## config.mk

```make
export PLATFORM = sky130hd
export DESIGN_NAME = renode_apb3_arbiter_flat
export DESIGN_NICKNAME = d
export VERILOG_FILES = /design/src/rtl/renode_apb3_arbiter_if.sv /design/src/rtl/renode_apb3_arbiter.sv /design/src/flat_wrapper.sv
export SDC_FILE = /design/constraint.sdc
export NUM_CORES = 1
export LEC_CHECK = 0
export CAP_MARGIN = 20
export CORE_UTILIZATION = 49
export CTS_CLUSTER_SIZE = 40
export DETAILED_ROUTE_END_ITERATION = 6
export PLACE_DENSITY_LB_ADDON = 0.2
export SLEW_MARGIN = 20
export SYNTH_ARGS = -nofsm -noshare
export SYNTH_HDL_FRONTEND = slang
export SYNTH_SLANG_ARGS = --single-unit
```

## constraint.sdc

```tcl
create_clock -name clk -period 15.4 [get_ports clk]
set_input_delay 3.08 -clock clk [delete_from_list [all_inputs] [get_ports clk]]
set_output_delay 3.08 -clock clk [all_outputs]
set_load 0.005 [all_outputs]
```

## src/rtl/renode_apb3_arbiter_if.sv

```systemverilog
// ============================================================================
// Module   : renode_apb3_arbiter_if
// Purpose  : APB3 completer-side bus bundle for the round-robin APB3 arbiter.
// Revision : 1.0 - initial release
// ============================================================================
`default_nettype none

interface renode_apb3_arbiter_if #(
    parameter int ADDRESS_WIDTH = 20,
    parameter int DATA_WIDTH    = 32
);
    logic [ADDRESS_WIDTH-1:0] paddr;
    logic                     pwrite;
    logic [DATA_WIDTH-1:0]    pwdata;
    logic                     psel;
    logic                     penable;
    logic                     pready;
    logic                     pslverr;
    logic [DATA_WIDTH-1:0]    prdata;

    modport master (
        output paddr, pwrite, pwdata, psel, penable,
        input  pready, pslverr, prdata
    );

    modport slave (
        input  paddr, pwrite, pwdata, psel, penable,
        output pready, pslverr, prdata
    );
endinterface

`default_nettype wire

```

## src/rtl/renode_apb3_arbiter.sv

```systemverilog
// ============================================================================
// Module   : renode_apb3_arbiter
// Purpose  : Round-robin arbiter sharing one APB3 completer among several
//            requesters. Optional ACCESS timeout: RENODE_APB3_ARB_TIMEOUT_EN.
// Revision : 1.0 - initial release
// ============================================================================
`default_nettype none

module renode_apb3_arbiter #(
    parameter int NUM_REQUESTERS = 4,
    parameter int ADDRESS_WIDTH  = 20,
    parameter int DATA_WIDTH     = 32,
    parameter int TIMEOUT_CYCLES = 256
) (
    input  wire logic                                    clk,
    input  wire logic                                    rst,
    input  wire logic [NUM_REQUESTERS-1:0]               req_valid,
    input  wire logic [NUM_REQUESTERS*ADDRESS_WIDTH-1:0] req_addr,
    input  wire logic [NUM_REQUESTERS-1:0]               req_write,
    input  wire logic [NUM_REQUESTERS*DATA_WIDTH-1:0]    req_wdata,
    output logic      [NUM_REQUESTERS-1:0]               rsp_done,
    output logic      [DATA_WIDTH-1:0]                   rsp_rdata,
    output logic                                         rsp_slverr,
    renode_apb3_arbiter_if.master                        apb
);

    localparam int c_GRANT_W = (NUM_REQUESTERS > 1) ? $clog2(NUM_REQUESTERS) : 1;
    localparam logic [NUM_REQUESTERS-1:0] c_DONE_ONE = NUM_REQUESTERS'(1);

    if (NUM_REQUESTERS < 1 || TIMEOUT_CYCLES < 1) begin : g_bad_params
        $error("renode_apb3_arbiter: NUM_REQUESTERS and TIMEOUT_CYCLES must be >= 1");
    end

    typedef enum logic [1:0] {
        S_IDLE   = 2'd0,
        S_SETUP  = 2'd1,
        S_ACCESS = 2'd2
    } state_t;

    state_t                   r_state;
    logic [c_GRANT_W-1:0]     r_grant;
    logic [c_GRANT_W-1:0]     r_rr_ptr;
    logic [ADDRESS_WIDTH-1:0] r_paddr;
    logic                     r_pwrite;
    logic [DATA_WIDTH-1:0]    r_pwdata;
    logic                     r_psel;
    logic                     r_penable;

    logic                     w_any;
    logic [c_GRANT_W-1:0]     w_sel_idx;
    logic [ADDRESS_WIDTH-1:0] w_sel_addr;
    logic                     w_sel_write;
    logic [DATA_WIDTH-1:0]    w_sel_wdata;
    logic [c_GRANT_W-1:0]     w_next_ptr;
    logic                     w_timeout;
    logic                     w_done;

    // Scan requesters starting at the round-robin pointer; first valid wins.
    always_comb begin
        int v_idx;
        v_idx       = 0;
        w_any       = 1'b0;
        w_sel_idx   = '0;
        w_sel_addr  = '0;
        w_sel_write = 1'b0;
        w_sel_wdata = '0;
        for (int k = 0; k < NUM_REQUESTERS; k++) begin
            v_idx = int'(r_rr_ptr) + k;
            if (v_idx >= NUM_REQUESTERS) begin
                v_idx = v_idx - NUM_REQUESTERS;
            end
            if (!w_any && req_valid[v_idx]) begin
                w_any       = 1'b1;
                w_sel_idx   = c_GRANT_W'(v_idx);
                w_sel_addr  = req_addr[v_idx*ADDRESS_WIDTH +: ADDRESS_WIDTH];
                w_sel_write = req_write[v_idx];
                w_sel_wdata = req_wdata[v_idx*DATA_WIDTH +: DATA_WIDTH];
            end
        end
    end

    assign w_next_ptr = (int'(r_grant) == NUM_REQUESTERS - 1) ? '0 : r_grant + 1'b1;

`ifdef RENODE_APB3_ARB_TIMEOUT_EN
    localparam int c_CNT_W = $clog2(TIMEOUT_CYCLES + 1);

    logic [c_CNT_W-1:0] r_wait_cnt;

    always_ff @(posedge clk or posedge rst) begin
        if (rst) begin
            r_wait_cnt <= '0;
        end else if (r_state == S_SETUP) begin
            r_wait_cnt <= '0;
        end else if (r_state == S_ACCESS && !apb.pready && !w_timeout) begin
            r_wait_cnt <= r_wait_cnt + 1'b1;
        end
    end

    assign w_timeout = (r_state == S_ACCESS) && (r_wait_cnt == c_CNT_W'(TIMEOUT_CYCLES));
`else
    assign w_timeout = 1'b0;
`endif

    // Timeout takes priority so a late pready can never complete the transfer twice.
    assign w_done     = (r_state == S_ACCESS) && (apb.pready || w_timeout);
    assign rsp_done   = w_done ? (c_DONE_ONE << r_grant) : '0;
    assign rsp_rdata  = (w_done && !r_pwrite && !w_timeout) ? apb.prdata : '0;
    assign rsp_slverr = w_done && (w_timeout || apb.pslverr);

    assign apb.paddr   = r_paddr;
    assign apb.pwrite  = r_pwrite;
    assign apb.pwdata  = r_pwdata;
    assign apb.psel    = r_psel;
    assign apb.penable = r_penable;

    always_ff @(posedge clk or posedge rst) begin
        if (rst) begin
            r_state   <= S_IDLE;
            r_grant   <= '0;
            r_rr_ptr  <= '0;
            r_paddr   <= '0;
            r_pwrite  <= 1'b0;
            r_pwdata  <= '0;
            r_psel    <= 1'b0;
            r_penable <= 1'b0;
        end else begin
            case (r_state)
                S_IDLE: begin
                    if (w_any) begin
                        r_grant   <= w_sel_idx;
                        r_paddr   <= w_sel_addr;
                        r_pwrite  <= w_sel_write;
                        r_pwdata  <= w_sel_write ? w_sel_wdata : '0;
                        r_psel    <= 1'b1;
                        r_penable <= 1'b0;
                        r_state   <= S_SETUP;
                    end
                end
                S_SETUP: begin
                    r_penable <= 1'b1;
                    r_state   <= S_ACCESS;
                end
                S_ACCESS: begin
                    if (w_done) begin
                        r_rr_ptr  <= w_next_ptr;
                        r_paddr   <= '0;
                        r_pwrite  <= 1'b0;
                        r_pwdata  <= '0;
                        r_psel    <= 1'b0;
                        r_penable <= 1'b0;
                        r_state   <= S_IDLE;
                    end
                end
                default: begin
                    r_psel    <= 1'b0;
                    r_penable <= 1'b0;
                    r_state   <= S_IDLE;
                end
            endcase
        end
    end

endmodule

`default_nettype wire

```

## src/flat_wrapper.sv

```systemverilog
// flat-port wrapper written by rule: the top's interface ports become plain ports
module renode_apb3_arbiter_flat 
#(
    parameter int NUM_REQUESTERS = 4,
    parameter int ADDRESS_WIDTH  = 20,
    parameter int DATA_WIDTH     = 32,
    parameter int TIMEOUT_CYCLES = 256
)
  (clk, rst, req_valid, req_addr, req_write, req_wdata, rsp_done, rsp_rdata, rsp_slverr, apb_paddr, apb_pwrite, apb_pwdata, apb_psel, apb_penable, apb_pready, apb_pslverr, apb_prdata);
  renode_apb3_arbiter_if #(.ADDRESS_WIDTH(ADDRESS_WIDTH), .DATA_WIDTH(DATA_WIDTH)) apb_i ();
  input  wire logic clk;
  input  wire logic rst;
  input  wire logic [NUM_REQUESTERS-1:0] req_valid;
  input  wire logic [NUM_REQUESTERS*ADDRESS_WIDTH-1:0] req_addr;
  input  wire logic [NUM_REQUESTERS-1:0] req_write;
  input  wire logic [NUM_REQUESTERS*DATA_WIDTH-1:0] req_wdata;
  output logic      [NUM_REQUESTERS-1:0] rsp_done;
  output logic      [DATA_WIDTH-1:0] rsp_rdata;
  output logic rsp_slverr;
  output wire logic [$bits(apb_i.paddr)-1:0] apb_paddr;
  output wire logic [$bits(apb_i.pwrite)-1:0] apb_pwrite;
  output wire logic [$bits(apb_i.pwdata)-1:0] apb_pwdata;
  output wire logic [$bits(apb_i.psel)-1:0] apb_psel;
  output wire logic [$bits(apb_i.penable)-1:0] apb_penable;
  input wire logic [$bits(apb_i.pready)-1:0] apb_pready;
  input wire logic [$bits(apb_i.pslverr)-1:0] apb_pslverr;
  input wire logic [$bits(apb_i.prdata)-1:0] apb_prdata;
  assign apb_paddr = apb_i.paddr;
  assign apb_pwrite = apb_i.pwrite;
  assign apb_pwdata = apb_i.pwdata;
  assign apb_psel = apb_i.psel;
  assign apb_penable = apb_i.penable;
  assign apb_i.pready = apb_pready;
  assign apb_i.pslverr = apb_pslverr;
  assign apb_i.prdata = apb_prdata;
  renode_apb3_arbiter #(.NUM_REQUESTERS(NUM_REQUESTERS), .ADDRESS_WIDTH(ADDRESS_WIDTH), .DATA_WIDTH(DATA_WIDTH), .TIMEOUT_CYCLES(TIMEOUT_CYCLES)) u_core (.clk(clk), .rst(rst), .req_valid(req_valid), .req_addr(req_addr), .req_write(req_write), .req_wdata(req_wdata), .rsp_done(rsp_done), .rsp_rdata(rsp_rdata), .rsp_slverr(rsp_slverr), .apb(apb_i));
endmodule
```

==> metrics <==
share of the synthesized area in the top cell type=12.6%; P per Cell Area=225 nW/um^2; leakage=6.19 nW; CP arrival=4.89 ns; via count=16.5k; CTS tree=built; Top delay family on crit path=buffers and inverters; Reg2Reg Launch Point=u_core.r_rr_ptr[0]$_DFFE_PP0P_; final count of hold timing violations=0; Tmin final=7.97 ns; crit path max-delay cell type=clkdlybuf4s50_1; WP depth=6; reg-to-reg endpoint=u_core.apb.paddr[17]$_DFFE_PP0P_; Final HPWL DP=44,300 um; flops & latches, synth=60; die area=28,000 um^2; Gate power share=86.7%; Final Max Slew Viols=0; Relative slew margins=23.5%; core area=26,900 um^2; EDFF count, synth=0; CP max FO=32; Multi-input gate area=11,200 um^2; Root Driver=clkbuf_16; I/O Buffers=343; Place WS=7.46 ns; routed vias/inst=7.29; die width=167 um; Syn Inst Count=1,691; Seq/Total Area, Yosys=11.2%; Critical Path Source=apb_pready; post-CTS setup buffers=0; initial antenna violation count=2; status=finished, violations left; Core Util, Final=64.0%; distinct cell type count after synthesis=83; CP required=12.32 ns; CP Capture Point=rsp_rdata[14]; largest net degree at the start of global routing=201; crit-path cells=clkdlybuf4s50_1, nand3b_1, nor2_1, buf_4, and2_1, clkdlybuf4s50_1; final WL=65,100 um; fin crit share=51.7%; drt drc=17; post_cts resized=0; Buffers & Inverters on Critical Path=3; failing checks=DRC; main area contributors after synthesis=mux4_2, dfrtp_1, mux2i_1; H-tree depth=3; Flop pwr share=7.6%; final setup violation count=0; slowest stage delay, CP=0.54 ns; hold buffer count at CTS=0; clk_skew=0.0194 ns; all-layer global routing usage=45.6%; Initial DRC Count=1,967; I/O pin count=344; first-pass GRT wire length=97,300 um; Initial Util=49.8%; CTS Buf Count=9; Clk pin slew, worst setup/hold paths=0.05 ns; Worst R2R Setup Slack=9.51 ns; hold crit path type=register to register; async set-reset flop share out of synthesis=100%; Clk pwr share=5.7%; area leader, netlist=mux4_2; top-count cell post-synth=nand2_1; fraction of layout cells with a size suffix above 1=14.9%; clk_lat worst skew=0.35 ns; max_cap viols=0; Max Fclk=0.125 GHz; TNS Setup=0 ns; RSZ-0062 raised after global routing=no; Worst Tran Pin Value=1.15 ns; CP Class=primary input to output pin; Filler cells=2,365; switch share=56.9%; Longest Clk Path Bufs=2; RD Place Congestion=1.06; Hold Worst Slack=0.514 ns; Yosys Warn Count=0; site row count=60; Routed Antenna Nets=0; Net Sw Power=2.20 mW; Int Power=1.67 mW; Die H=167 um; vias in the first global route=15.6k; most used cell, CP=clkdlybuf4s50_1; synth-to-layout area growth=28.5%; netlist area before placement=13,400 um^2; synthesized area per cell=7.92 um^2; Commonest cells post-synth=nand2_1, mux2i_1, mux2_2; crit end category=output pin; R2R depth=13; DRT Pass-1 Iters=7; Register Area=1510 um^2; Main synth FF type=dfrtp_1; syn nets=1,960; Peak VDD IR=234 uV; Congestion Overflow GR=0; clock sinks=60; Layout Nets=2,182; mean routed wirelength per cell=28.8 um; Startpoint Class=primary input; fin worst setup slack=7.43 ns
-- power groups by stage --
stage / Clock (mW) / Sequential, mW / Combinational, mW
2_1_floorplan: 0 / 0.253 / 2.29
3_5_place_dp: 0 / 0.294 / 3.21
4_1_cts: 0.217 / 0.291 / 3.23
5_1_grt: 0.224 / 0.299 / 3.54
6_report: 0.219 / 0.295 / 3.36
3_3_place_gp: 0 / 0.292 / 3.17
-- metal layers --
layer / up-vias / track usage (%) / wire length [um]
li1: 7023 / - / -
met1: 7733 / 56.0 / 23300
met2: 1396 / 70.5 / 28400
met3: 331 / 12.9 / 8700
met4: 0 / 28.6 / 4670
met5: - / 0 / 0
-- state kept, by name, summed over array words and instances (netlist names) --
| register | cells |
|---|---|
| u_core.r_rr_ptr | 2 |
| u_core.apb.paddr | 20 |
| u_core.r_state | 1 |
| u_core.apb.pwdata | 32 |
| u_core.r_grant | 2 |
| u_core.apb.pwrite | 1 |
| u_core.apb.psel | 1 |
| u_core.apb.penable | 1 |
-- how the worst min path moves through the flow --
stage / startpoint / end / slack [ns] / depth (start not counted)
global route: u_core.apb.psel$_DFFE_PP0P_ / u_core.apb.psel$_DFFE_PP0P_ / 0.54 / 2
CTS: u_core.apb.psel$_DFFE_PP0P_ / u_core.apb.psel$_DFFE_PP0P_ / 0.52 / 2
global placement: u_core.apb.psel$_DFFE_PP0P_ / u_core.apb.psel$_DFFE_PP0P_ / 0.46 / 2
floorplan: u_core.apb.psel$_DFFE_PP0P_ / u_core.apb.psel$_DFFE_PP0P_ / 0.47 / 2
finish: u_core.apb.psel$_DFFE_PP0P_ / u_core.apb.psel$_DFFE_PP0P_ / 0.51 / 2
detailed placement: u_core.apb.psel$_DFFE_PP0P_ / u_core.apb.psel$_DFFE_PP0P_ / 0.51 / 2
-- cells by family after synthesis --
| family | count (synthesis) | synth area share [%] |
|---|---|---|
| compound gates | 572 | 29.9 |
| simple gates | 511 | 18.0 |
| mux | 334 | 33.0 |
| buf+inv | 193 | 5.97 |
| flops | 60 | 11.2 |
| fa+ha+maj | 17 | 1.64 |
| xor+xnor | 4 | 0.262 |
-- worst min-delay path, stage by stage, from the launching register on --
cell	delay, ns
dfrtp_1	0.35
nand2_1	0.07
nand2_1	0.06
-- per-stage QoR --
stage / area [um^2] / cells / power, mW
floorplan: 13400 / 1691 / 2.54
global placement: 16900 / 2242 / 3.46
detailed placement: 16900 / 2242 / 3.50
CTS: 17200 / 2258 / 3.73
global route: 17200 / 2259 / 4.07
finish: 17200 / 2260 / 3.88
-- layout by cell type, fill, tap and decap left out, types with 32 or more instances in the layout --
cell type / n
nor2_1: 103
a22oi_1: 32
mux2i_1: 148
mux2_2: 111
buf_4: 34
nand2_1: 218
o22ai_1: 32
a21boi_0: 33
dfrtp_1: 58
clkdlybuf4s50_1: 343
a221oi_1: 75
a211oi_1: 36
a21oi_1: 102
and2_1: 51
mux4_2: 75
o21ai_0: 92
-- cell type report --
class | instances | area share, %
Antenna cell | 1 | 0.0145
Clock buffer | 10 | 1.33
Clock inverter | 6 | 0.371
Inverter | 25 | 0.545
Multi-Input combinational cell | 1438 | 64.8
Sequential cell | 60 | 8.77
Tap cell | 341 | 2.48
Timing Repair Buffer | 379 | 21.7
(Power assumes the default switching activity.)
